**src/rtl/seven_seg_capture_pkg.sv**
```systemverilog
// ============================================================================
//  Module   : seven_seg_capture_pkg
//  Purpose  : Segment patterns, digit codes and FSM encoding shared by the
//             seven-segment capture path.
//  Revision : 1.0 - initial release
// ============================================================================
`default_nettype none

package seven_seg_capture_pkg;

    // Segment order is {a,b,c,d,e,f,g}; 1 = lit
    localparam logic [6:0] SEG_0     = 7'b1111110;
    localparam logic [6:0] SEG_1     = 7'b0110000;
    localparam logic [6:0] SEG_2     = 7'b1101101;
    localparam logic [6:0] SEG_3     = 7'b1111001;
    localparam logic [6:0] SEG_4     = 7'b0110011;
    localparam logic [6:0] SEG_5     = 7'b1011011;
    localparam logic [6:0] SEG_6     = 7'b1011111;
    localparam logic [6:0] SEG_7     = 7'b1110000;
    localparam logic [6:0] SEG_8     = 7'b1111111;
    localparam logic [6:0] SEG_9     = 7'b1111011;
    localparam logic [6:0] SEG_A     = 7'b1110111;
    localparam logic [6:0] SEG_B     = 7'b0011111;
    localparam logic [6:0] SEG_C     = 7'b1001110;
    localparam logic [6:0] SEG_BLANK = 7'b0000000;

    localparam logic [3:0] CODE_INVALID = 4'hE;
    localparam logic [3:0] CODE_BLANK   = 4'hF;

    typedef enum logic [1:0] {
        IDLE   = 2'd0,
        SETTLE = 2'd1,
        HELD   = 2'd2
    } state_t;

endpackage

`default_nettype wire

```
**src/rtl/seven_seg_encode.sv**
```systemverilog
// ============================================================================
//  Module   : seven_seg_encode
//  Purpose  : Maps a seven-segment pattern back to its 4-bit digit code.
//  Revision : 1.0 - initial release
// ============================================================================
`default_nettype none

module seven_seg_encode
    import seven_seg_capture_pkg::*;
(
    input  logic [6:0] i_seg,
    output logic [3:0] o_code,
    output logic       o_invalid
);

    always_comb begin
        o_code    = CODE_INVALID;
        o_invalid = 1'b0;
        case (i_seg)
            SEG_0:     o_code = 4'h0;
            SEG_1:     o_code = 4'h1;
            SEG_2:     o_code = 4'h2;
            SEG_3:     o_code = 4'h3;
            SEG_4:     o_code = 4'h4;
            SEG_5:     o_code = 4'h5;
            SEG_6:     o_code = 4'h6;
            SEG_7:     o_code = 4'h7;
            SEG_8:     o_code = 4'h8;
            SEG_9:     o_code = 4'h9;
            SEG_A:     o_code = 4'hA;
            SEG_B:     o_code = 4'hB;
            SEG_C:     o_code = 4'hC;
            SEG_BLANK: o_code = CODE_BLANK;
            default: begin
                o_code    = CODE_INVALID;
                o_invalid = 1'b1;
            end
        endcase
    end

endmodule

`default_nettype wire

```
**src/rtl/seven_seg_capture.sv**
```systemverilog
// ============================================================================
//  Module   : seven_seg_capture
//  Purpose  : Qualifies a multiplexed seven-segment bus and assembles the
//             decoded digits into a multi-digit frame word.
//  Revision : 1.0 - initial release
// ============================================================================
`default_nettype none

module seven_seg_capture
    import seven_seg_capture_pkg::*;
#(
    parameter int NUM_DIGITS    = 4,
    parameter int STABLE_CYCLES = 4
) (
    input  logic                    clk,
    input  logic                    rst,
    input  logic [6:0]              seven_seg,
    input  logic [NUM_DIGITS-1:0]   digit_sel,
    output logic [4*NUM_DIGITS-1:0] digits_BCD,
    output logic                    frame_valid,
    output logic                    frame_err,
    output logic                    sel_err
);

    localparam int c_cnt_w = $clog2(STABLE_CYCLES + 1);
    localparam int c_idx_w = (NUM_DIGITS > 1) ? $clog2(NUM_DIGITS) : 1;
    localparam int c_pc_w  = $clog2(NUM_DIGITS + 1);
    localparam logic [c_cnt_w-1:0] c_stable = c_cnt_w'(STABLE_CYCLES);

    logic [6:0]              r_seg;
    logic [NUM_DIGITS-1:0]   r_sel;
    state_t                  r_state;
    logic [c_cnt_w-1:0]      r_cnt;
    logic [4*NUM_DIGITS-1:0] r_shadow;
    logic [NUM_DIGITS-1:0]   r_mask;
    logic [NUM_DIGITS-1:0]   r_flags;

    logic [c_pc_w-1:0]       w_pop;
    logic                    w_one_hot;
    logic                    w_multi;
    logic                    w_same;
    logic [c_cnt_w-1:0]      w_cnt_inc;
    logic                    w_accept;
    logic [c_idx_w-1:0]      w_idx;
    logic [3:0]              w_code;
    logic                    w_invalid;
    logic [4*NUM_DIGITS-1:0] w_merged;
    logic [NUM_DIGITS-1:0]   w_mask_nx;
    logic [NUM_DIGITS-1:0]   w_flags_nx;
    logic                    w_complete;

    always_comb begin
        w_pop = '0;
        for (int i = 0; i < NUM_DIGITS; i++) begin
            w_pop = w_pop + c_pc_w'(digit_sel[i]);
        end
    end

    assign w_one_hot = (w_pop == c_pc_w'(1));
    assign w_multi   = (w_pop >  c_pc_w'(1));

    // The incoming value is compared with the sample already held, so the
    // edge that registers a new pattern is already its first counted cycle.
    assign w_same    = (seven_seg == r_seg) && (digit_sel == r_sel);
    assign w_cnt_inc = r_cnt + c_cnt_w'(1);
    assign w_accept  = (r_state == SETTLE) && w_one_hot && w_same && (w_cnt_inc == c_stable);

    always_comb begin
        w_idx = '0;
        for (int i = 0; i < NUM_DIGITS; i++) begin
            if (r_sel[i]) begin
                w_idx = c_idx_w'(i);
            end
        end
    end

    seven_seg_encode u_encode (
        .i_seg     (r_seg),
        .o_code    (w_code),
        .o_invalid (w_invalid)
    );

    // Slot contents as they will stand after this accept
    always_comb begin
        w_merged = r_shadow;
        w_merged[{w_idx, 2'b00} +: 4] = w_code;
    end

    assign w_mask_nx  = r_mask | r_sel;
    assign w_flags_nx = (r_flags & ~r_sel) | (w_invalid ? r_sel : '0);
    assign w_complete = &w_mask_nx;

    always_ff @(posedge clk) begin
        if (rst) begin
            r_seg       <= '0;
            r_sel       <= '0;
            r_state     <= IDLE;
            r_cnt       <= '0;
            r_shadow    <= {NUM_DIGITS{CODE_BLANK}};
            r_mask      <= '0;
            r_flags     <= '0;
            digits_BCD  <= {NUM_DIGITS{CODE_BLANK}};
            frame_valid <= 1'b0;
            frame_err   <= 1'b0;
            sel_err     <= 1'b0;
        end else begin
            r_seg       <= seven_seg;
            r_sel       <= digit_sel;
            sel_err     <= w_multi;
            frame_valid <= 1'b0;
            frame_err   <= 1'b0;

            if (!w_one_hot) begin
                r_state <= IDLE;
                r_cnt   <= '0;
            end else begin
                case (r_state)
                    IDLE: begin
                        r_state <= SETTLE;
                        r_cnt   <= c_cnt_w'(1);
                    end
                    SETTLE: begin
                        if (!w_same) begin
                            r_cnt <= c_cnt_w'(1);
                        end else begin
                            r_cnt <= w_cnt_inc;
                            if (w_cnt_inc == c_stable) begin
                                r_state <= HELD;
                            end
                        end
                    end
                    HELD: begin
                        if (!w_same) begin
                            r_state <= SETTLE;
                            r_cnt   <= c_cnt_w'(1);
                        end
                    end
                    default: begin
                        r_state <= IDLE;
                        r_cnt   <= '0;
                    end
                endcase
            end

            if (w_accept) begin
                r_shadow <= w_merged;
                if (w_complete) begin
                    digits_BCD  <= w_merged;
                    frame_valid <= 1'b1;
                    frame_err   <= |w_flags_nx;
                    r_mask      <= '0;
                    r_flags     <= '0;
                end else begin
                    r_mask  <= w_mask_nx;
                    r_flags <= w_flags_nx;
                end
            end
        end
    end

endmodule

`default_nettype wire

```
**config.mk**
```make
export PLATFORM = sky130hd
export DESIGN_NAME = seven_seg_capture
export DESIGN_NICKNAME = d
export VERILOG_FILES = /design/src/rtl/seven_seg_capture_pkg.sv /design/src/rtl/seven_seg_encode.sv /design/src/rtl/seven_seg_capture.sv
export SDC_FILE = /design/constraint.sdc
export NUM_CORES = 1
export LEC_CHECK = 0
export CAP_MARGIN = 20
export CELL_PAD_IN_SITES_DETAIL_PLACEMENT = 1
export CELL_PAD_IN_SITES_GLOBAL_PLACEMENT = 2
export CORE_ASPECT_RATIO = 1.5
export CORE_MARGIN = 8
export CORE_UTILIZATION = 35
export DETAILED_ROUTE_END_ITERATION = 16
export GPL_ROUTABILITY_DRIVEN = 0
export PLACE_DENSITY = 0.84
export REMOVE_ABC_BUFFERS = 1
export SKIP_CTS_REPAIR_TIMING = 1
export SYNTH_ARGS = -nofsm -noshare
export SYNTH_HDL_FRONTEND = slang
export SYNTH_SLANG_ARGS = --single-unit
```
**constraint.sdc**
```tcl
create_clock -name clk -period 3.9 [get_ports clk]
set_input_delay 0.39 -clock clk [delete_from_list [all_inputs] [get_ports clk]]
set_output_delay 0.39 -clock clk [all_outputs]
set_load 0.01 [all_outputs]
```
==> flow_summary.json, run 1 <==
{
  "fin_ws_ns": 0.3216,
  "clkLatencyLatePin_ns": 0.32,
  "syn_avg_cell_area_um2": 9.145,
  "cts_tree": "done",
  "routedWlPerCell_um": 16.88,
  "clk_pin_slew_worst_paths_ns": 0.05,
  "drc_errors": 0,
  "cp_data_arrival_time_ns": 3.78,
  "dieHeight_um": 126.9,
  "hold_viol": 0,
  "tightest_slew_ns": 0.7320,
  "ys_top_cells_by_area": "dfxtp_1 41%, ha_1 3.9%, nor2b_1 3.9%, nor2_1 3.8%, o32a_1 3.1%",
  "portBuffers": 31,
  "synth-async-reset-ratio": 0,
  "maxCapViolCount": 0,
  "p_per_area_nw_per_um2": 410.9,
  "dp_cells": 437,
  "dr.pass1.iters": 4,
  "cp_max_fo": 14,
  "gr-usage-met3": 0.03247,
  "initialDrtViolationCount": 66,
  "initial_utilization": 0.3586,
  "vias": 2415,
  "crit_type": "in2reg",
  "htreeDepth": 3,
  "critPathLaunchType": "input port",
  "synth_area_um2": 2872,
  "rows": 40,
  "synthXorXnorAreaFrac": 0.04706,
  "antenna_found_initial": 0,
  "max_freq_mhz": 279.5,
  "insertedDiodeCount": 0,
  "synthSimpleGateAreaFrac": 0.2288,
  "synthAdderAreaFrac": 0.04619,
  "p_leak_nw": 1.344,
  "final_util": 0.4402,
  "finalCriticalPeriod_ns": 3.578,
  "instances_no_fill": 450,
  "die_w_um": 89.96,
  "routed_via_density": 5.367,
  "setup_violations": 0,
  "pre_cts_slack_ns": -0.01782,
  "grt_pass1_vias": 2620,
  "status": "completed",
  "finalInstanceArea_um2": 3525,
  "synth_top_family_by_area": "simple AND/OR/NAND/NOR gates",
  "ys_ff_latch": 59,
  "hold_class": "reg2reg",
  "synth_top_area_frac": 0.4113,
  "place_hpwl_um": 5613,
  "synth.distinct_cells": 53,
  "routed_wl_um": 7598,
  "grt_overflow": 0,
  "grt_use_total": 0.1413,
  "synth_edf_count": 0,
  "ios": 32,
  "synth_ff_type": "dfxtp_1",
  "drv_slew": 0,
  "ant_nets": 0,
  "met2_usage": 0.2548,
  "finClkSkew_ns": 0.006720,
  "peakVddDrop_uv": 271.7,
  "cts_sinks": 59,
  "dpl_cell_area_um2": 3274,
  "synth_mux_area_frac": 0.003486,
  "syn_inst": 314,
  "synth_area_leader_cell": "dfxtp_1",
  "grt_first_pass_wirelength_um": 13050,
  "synth_common_cells": "59 x dfxtp_1, 29 x nor2_1, 21 x inv_1",
  "yosysSeqAreaShare": 0.4113,
  "top_usage_layer": "met2",
  "synth_most_common_cell": "dfxtp_1",
  "grt_max_degree": 23,
  "cts_buffers": 9,
  "endpoint_kind": "register",
  "crit_required_ns": 4.10,
  "grt_setup_unrepaired": "false",
  "layout-drive-gt1-share": 0.08986,
  "clockRootBuffer": "clkbuf_16",
  "maxSlewHeadroom": 0.5078,
  "ctsLongestPathBuffers": 2,
  "ys_warn_count": 0,
  "synth_compound_area_frac": 0.1965,
  "syn_to_final_growth_pct": 22.75,
  "period_share": 0.9175,
  "nNetsFinal": 366,
  "dieArea_um2": 11420,
  "grt_use_met1": 0.1503,
  "power_w": 0.001448,
  "core_um2": 8008
}
cell families after synthesis:
family,after synthesis
adder cells (fa/ha/maj),10
XOR/XNOR,12
multiplexers,1
flip-flops,59
buffers and inverters,42
AO/OA/AOI/OAI,69
AND/OR/NAND/NOR,121
cells in the final DEF, fill, tap and decap left out, types with 3 or more instances in the layout:
cell type        Yosys  layout
xnor2_1              8       8
a221o_1              7       7
nand2_1             19      19
nand3_1              8       8
buf_4                2       8
or3_1                3       3
nand4_1              5       5
or4_1                3       3
a31oi_1              4       4
nand2b_1             3       3
inv_1               21      21
and3b_1              3       3
a211o_1              9       9
clkbuf_16            0       9
o22a_1               5       5
xnor2_2              4       4
o2bb2ai_1            5       5
o22ai_1              6       6
clkbuf_1            13       3
o32a_1               9       9
dfxtp_1             59      59
nor2_1              29      29
nor2b_1             18      18
a21oi_1              8       8
and3_1               3       3
ha_1                 9       9
nor3_1              12      12
clkdlybuf4s50_1      0      31
sequential cells by signal (all words and copies together) (netlist names):
register,cells
digits_BCD,16
frame_err,1
frame_valid,1
r_cnt,3
r_flags,4
r_mask,4
r_seg,7
r_sel,4
r_shadow,16
r_state,2
sel_err,1
per-layer routing:
metal / up-vias / wire (um)
li1: 1185 / -
met3: 9 / 199
met4: 0 / 160
met2: 33 / 4056
met5: - / 0
met1: 1188 / 3181
through the flow:
stage               setup TNS, ns  hold WS, ns
global placement                0       0.4390
CTS                             0       0.4567
global route                    0       0.4652
floorplan                       0       0.4273
finish                          0       0.4539
detailed placement       -0.06901       0.4470
power breakdown:
group / switching, W / total, W / leakage [nW] / internal, W
clock network: 0.000243 / 0.000678 / 0.122 / 0.000435
registers: 0.0000179 / 0.000632 / 0.480 / 0.000614
logic: 0.0000751 / 0.000139 / 0.743 / 0.0000636
final cells by class:
class | count | area (um2)
fillers | 928 | 4483
multi-input cells | 213 | 1513
flip-flops and latches | 59 | 1181
repair buffers | 39 | 370.4
clock buffers | 13 | 250.2
well taps | 105 | 131.4
inverters | 21 | 78.83
worst max-delay path, cell delays in order:
cell and delay (ns):
clkdlybuf4s50_1 0.48, inv_1 0.08, fa_1 0.53, inv_1 0.04
ha_1 0.18, inv_1 0.07, ha_1 0.24, nor3b_2 0.21
nand2_1 0.11, or4_4 0.54, or3_1 0.35, buf_4 0.20
o32a_1 0.35
path summary, 6_finish.rpt:
| check | startpoint | end | slack [ns] | depth (start not counted) |
|---|---|---|---|---|
| min reg2reg | r_shadow[3] | r_shadow[3] | 0.45 | 1 |
| max | digit_sel[0] | digits_BCD[14] | 0.32 | 13 |
| min | r_shadow[3] | r_shadow[3] | 0.45 | 1 |
| max reg2reg | r_cnt[0] | digits_BCD[14] | 1.33 | 8 |
Note: power is estimated with default switching activity, not from simulation.
==> run 2, diff against run 1 <==
==> constraint.sdc (replaced) <==
create_clock -name clk -period 3.95 [get_ports clk]
set_input_delay 0.395 -clock clk [delete_from_list [all_inputs] [get_ports clk]]
set_output_delay 0.395 -clock clk [all_outputs]
set_load 0.01 [all_outputs]
==> run 2 against run 1 <==
Sequential share of layout area barely moved. Non-clock buffer count decreased by 1. Worst hold slack improved by 0.00091 ns. Clock skew fell by 0.0020 ns. Utilization hardly changed. Critical path depth unchanged. Global-route usage decreased by 0.27 points. Critical path type unchanged.
==> flow_summary.json, run 2 (synthesis results as in run 1) <==
{
  "status": "completed",
  "hold_path_end": "r_shadow[14]",
  "setup_tns_ns": 0,
  "core_um2": 8008,
  "grt_overflow": 0,
  "insertedDiodeCount": 0,
  "clockRootBuffer": "clkbuf_16",
  "maxCapViolCount": 0,
  "antenna_found_initial": 0,
  "maxSlewHeadroom": 0.5383,
  "crit_chain": "clkdlybuf4s50_1 -> inv_1 -> fa_1 -> inv_1 -> ha_1 -> inv_1 -> ha_1 -> nor3b_2 -> nand2_1 -> or4_4 -> or3_1 -> buf_4 -> o32a_1",
  "endpoint_kind": "register",
  "syn_to_final_growth_pct": 22.88,
  "initial_utilization": 0.3586,
  "largest_registers": "digits_BCD x16, r_shadow x16, r_seg x7",
  "crit_type": "in2reg",
  "clkLatencyLatePin_ns": 0.33,
  "setup_violations": 0,
  "whs_path_depth": 1,
  "hold_slack_ns": 0.4548,
  "nNetsFinal": 365,
  "finalInstanceArea_um2": 3528,
  "dieArea_um2": 11420,
  "grt_pass1_vias": 2566,
  "vias": 2398,
  "grt_use_total": 0.1386,
  "pre_cts_slack_ns": 0.01526,
  "hold_class": "reg2reg",
  "max_freq_mhz": 277.7,
  "p_leak_nw": 1.350,
  "cp_max_fo": 14,
  "clk_pin_slew_worst_paths_ns": 0.05,
  "drv_slew": 0,
  "r2r_cells": 8,
  "dr.pass1.iters": 4,
  "p_per_area_nw_per_um2": 410.8,
  "htreeDepth": 3,
  "reg2reg_to": "digits_BCD[11]",
  "worstReg2RegStart": "r_cnt[0]",
  "routed_wl_um": 7634,
  "path_delay_family": "simple AND/OR/NAND/NOR gates",
  "die_w_um": 89.96,
  "period_share": 0.9117,
  "dieHeight_um": 126.9,
  "final_util": 0.4406,
  "grt_setup_unrepaired": "false",
  "final_common_cell": "dfxtp_1",
  "drc_errors": 0,
  "portBuffers": 31,
  "slowest_stage": "or4_4",
  "grt_max_degree": 23,
  "reg2reg_slack_ns": 1.38,
  "tightest_slew_ns": 0.6867,
  "routed_via_density": 5.317,
  "dpl_cell_area_um2": 3267,
  "n_fill_cell": 918,
  "crit_required_ns": 4.16,
  "cp_data_arrival_time_ns": 3.81,
  "peakVddDrop_uv": 236.2,
  "ios": 32,
  "cts_buffers": 9,
  "slowest_delay_ns": 0.55,
  "initialDrtViolationCount": 67,
  "finalCriticalPeriod_ns": 3.601,
  "critPathBufInv": 5,
  "cts_sinks": 59,
  "final_cell_mix": "59 x dfxtp_1, 31 x clkdlybuf4s50_1, 29 x nor2_1",
  "cp-startpoint": "digit_sel[0]",
  "finClkSkew_ns": 0.004749,
  "grt_first_pass_wirelength_um": 12800,
  "critPathLaunchType": "input port",
  "fin_ws_ns": 0.3486,
  "crit_top_cell": "inv_1",
  "layout-drive-gt1-share": 0.09538,
  "worstHoldStart": "r_shadow[14]",
  "hold_viol": 0,
  "rows": 40,
  "place_hpwl_um": 5597,
  "routedWlPerCell_um": 16.93,
  "cts_tree": "done",
  "ctsLongestPathBuffers": 2,
  "ant_nets": 0
}
run 2: where the power goes:
part	internal (W)	switching, W	total, W
Sequential	0.000605	0.0000180	0.000624
Clock	0.000434	0.000259	0.000692
Combinational	0.0000603	0.0000734	0.000134
Total	0.00110	0.000350	0.00145
run 2: layout make-up:
cell class                      count  area [um2]  share of cell area
Tap cell                          105       131.4             0.03723
Multi-Input combinational cell    213        1513              0.4287
Sequential cell                    59        1181              0.3348
Clock inverter                      3       15.01            0.004255
Inverter                           21       78.83             0.02234
Clock buffer                       12       246.5             0.06986
Timing Repair Buffer               38       362.8              0.1028
run 2: worst max-delay path by stage:
stage	endpoint	slack (ns)	cells after the start
after floorplan	digits_BCD[10]	0.20	10
after global placement	digits_BCD[10]	0.10	13
after detailed placement	digits_BCD[11]	0.02	13
after CTS	digits_BCD[11]	0.36	13
after global routing	digits_BCD[11]	0.19	13
final	digits_BCD[11]	0.35	13
run 2: layer usage:
metal  track usage  routed length (um)  up-vias
met4       0.05906                 136        0
met2        0.2596                4110       38
met5             0                   0        -
li1              -                   -     1191
met1        0.1397                3157     1159
met3       0.03778                 230       10
run 2: through the flow:
| step | std cells | power [W] |
|---|---|---|
| global placement | 436 | 0.0007656 |
| CTS | 451 | 0.001467 |
| floorplan | 293 | 0.0007136 |
| finish | 451 | 0.001450 |
| detailed placement | 436 | 0.0007690 |
| global route | 451 | 0.001513 |
==> run 3, diff against run 2 <==
--- a/config.mk
+++ b/config.mk
@@ -16,6 +16,7 @@
 export PLACE_DENSITY = 0.84
 export REMOVE_ABC_BUFFERS = 1
 export SKIP_CTS_REPAIR_TIMING = 1
+export SLEW_MARGIN = 10
 export SYNTH_ARGS = -nofsm -noshare
 export SYNTH_HDL_FRONTEND = slang
 export SYNTH_SLANG_ARGS = --single-unit
==> constraint.sdc (replaced) <==
create_clock -name clk -period 3.95 [get_ports clk]
set_input_delay 0.79 -clock clk [delete_from_list [all_inputs] [get_ports clk]]
set_output_delay 0.79 -clock clk [all_outputs]
set_load 0.01 [all_outputs]
==> run 3 against run 2 <==
First-iteration DRC count increased by 1.5%. Combinational power rose by 4%. Setup slack worse by 0.25 ns. Count of clock-buffer cells in the layout is the same. Design area increased by 4.0%. Register-to-register slack better by 0.07 ns. Utilization is 1.8 points higher. Sequential power is essentially flat. Final cell count grew 2.4%. Sequential cell count unchanged.
==> flow_summary.json, run 3 (synthesis results as in run 1) <==
{
  "cts_sinks": 59,
  "critPathLaunchType": "input port",
  "cp-startpoint": "digit_sel[1]",
  "setup_tns_ns": 0,
  "reg2reg_slack_ns": 1.45,
  "instances_no_fill": 462,
  "finalCriticalPeriod_ns": 3.850,
  "crit_type": "in2reg",
  "r2r_cells": 8,
  "finClkSkew_ns": 0.005984,
  "clkLatencyLatePin_ns": 0.33,
  "dr.pass1.iters": 4,
  "p_per_area_nw_per_um2": 422.9,
  "net-switching-power_w": 0.0003505,
  "slowest_delay_ns": 0.56,
  "slowest_stage": "or4_4",
  "ios": 32,
  "max_freq_mhz": 259.8,
  "syn_to_final_growth_pct": 27.80,
  "grt_pass1_vias": 2604,
  "top_usage_layer": "met2",
  "crit_chain": "clkdlybuf4s50_1 -> inv_1 -> fa_1 -> inv_1 -> ha_1 -> inv_1 -> ha_1 -> nor3b_2 -> nand2_1 -> or4_4 -> or3_4 -> buf_6 -> o32a_1",
  "cp_data_arrival_time_ns": 4.06,
  "endpoint_kind": "register",
  "clockRootBuffer": "clkbuf_16",
  "peakVddDrop_uv": 290.0,
  "seqPwrFrac": 0.401,
  "endpoint": "digits_BCD[14]",
  "clk_pin_slew_worst_paths_ns": 0.05,
  "intPower_w": 0.001202,
  "drc_errors": 0,
  "met2_usage": 0.2543,
  "initialDrtViolationCount": 68,
  "grt_overflow": 0,
  "dpl_cell_area_um2": 3342,
  "nNetsFinal": 377,
  "die_w_um": 89.96,
  "htreeDepth": 3,
  "crit_required_ns": 4.17,
  "ant_nets": 0,
  "insertedDiodeCount": 0,
  "cts_buffers": 9,
  "layout-drive-gt1-share": 0.1345,
  "final_common_cell": "dfxtp_1",
  "cp_max_fo": 7,
  "grt_use_met1": 0.1384,
  "largest_registers": "digits_BCD x16, r_shadow x16, r_seg x7",
  "routedWlPerCell_um": 16.84,
  "maxCapViolCount": 0,
  "initial_utilization": 0.3586,
  "reg2reg_to": "digits_BCD[14]",
  "final_cell_mix": "59 x dfxtp_1, 30 x clkdlybuf4s50_1, 29 x nor2_1",
  "grt_max_degree": 21,
  "rows": 40,
  "grt_setup_unrepaired": "false",
  "switching_share": 0.2259,
  "grt_use_total": 0.1400,
  "finalInstanceArea_um2": 3670,
  "setup_violations": 0,
  "place_hpwl_um": 5713,
  "hold_class": "reg2reg",
  "core_um2": 8008,
  "portBuffers": 31,
  "gr-usage-met3": 0.04132,
  "dieArea_um2": 11420,
  "hold_viol": 0,
  "dieHeight_um": 126.9,
  "ctsLongestPathBuffers": 2,
  "dp_cells": 446,
  "status": "completed",
  "drv_slew": 0,
  "period_share": 0.9746,
  "p_leak_nw": 1.438,
  "clock_power_share": 0.508,
  "grt_first_pass_wirelength_um": 12650,
  "crit_top_cell": "inv_1",
  "vias": 2487,
  "routed_via_density": 5.383,
  "antenna_found_initial": 0,
  "worstReg2RegStart": "r_cnt[0]",
  "routed_wl_um": 7778,
  "tightest_slew_ns": 0.6646,
  "cts_tree": "done",
  "power_w": 0.001552,
  "maxSlewHeadroom": 0.5531,
  "p_comb_frac": 0.090
}
-- run 3: how the worst min path moves through the flow --
stage                               to         start  cells past startpoint
after global routing       r_shadow[7]   r_shadow[7]                      1
after detailed placement   r_shadow[7]   r_shadow[7]                      1
after floorplan           r_shadow[10]  r_shadow[10]                      1
after global placement     r_shadow[3]   r_shadow[3]                      1
final                      r_shadow[7]   r_shadow[7]                      1
after CTS                  r_shadow[7]   r_shadow[7]                      1
-- run 3: routing by layer --
layer,wire length (um),vias to the layer above
met5,0,-
met4,189,0
met3,300,12
met2,4182,48
met1,3106,1215
li1,-,1212
-- run 3: final cells by class --
class                           count  area [um2]
Timing Repair Buffer               50       459.2
Multi-Input combinational cell    213        1518
Sequential cell                    59        1181
Inverter                           21       78.83
Clock buffer                       12       266.5
Tap cell                          105       131.4
Fill cell                         951        4338
Clock inverter                      2       35.03
-- run 3: power by group through the flow --
stage | Clock, W | Sequential [W] | Combinational, W
5_1_grt | 0.000839 | 0.000625 | 0.000156
3_5_place_dp | 0 | 0.000635 | 0.000142
6_report | 0.000789 | 0.000623 | 0.000140
4_1_cts | 0.000816 | 0.000622 | 0.000143
3_3_place_gp | 0 | 0.000634 | 0.000138
2_1_floorplan | 0 | 0.000630 | 0.0000836
-- run 3: worst max-delay path, delay by kind of cell --
| family | cells | cell delay [ns] |
|---|---|---|
| AO/OA/AOI/OAI | 1 | 0.34 |
| AND/OR/NAND/NOR | 4 | 1.23 |
| adder cells (fa/ha/maj) | 3 | 0.91 |
| buffers and inverters | 5 | 0.79 |
-- run 3: through the flow --
step | hold slack [ns] | utilization | setup WS (ns)
after floorplan | 0.4273 | - | -0.1948
after global placement | 0.4385 | 0.4173 | -0.2459
after detailed placement | 0.4436 | 0.4173 | -0.3847
after CTS | 0.4552 | 0.4550 | -0.03216
after global routing | 0.4713 | 0.4583 | 0.01862
final | 0.4517 | 0.4583 | 0.1003
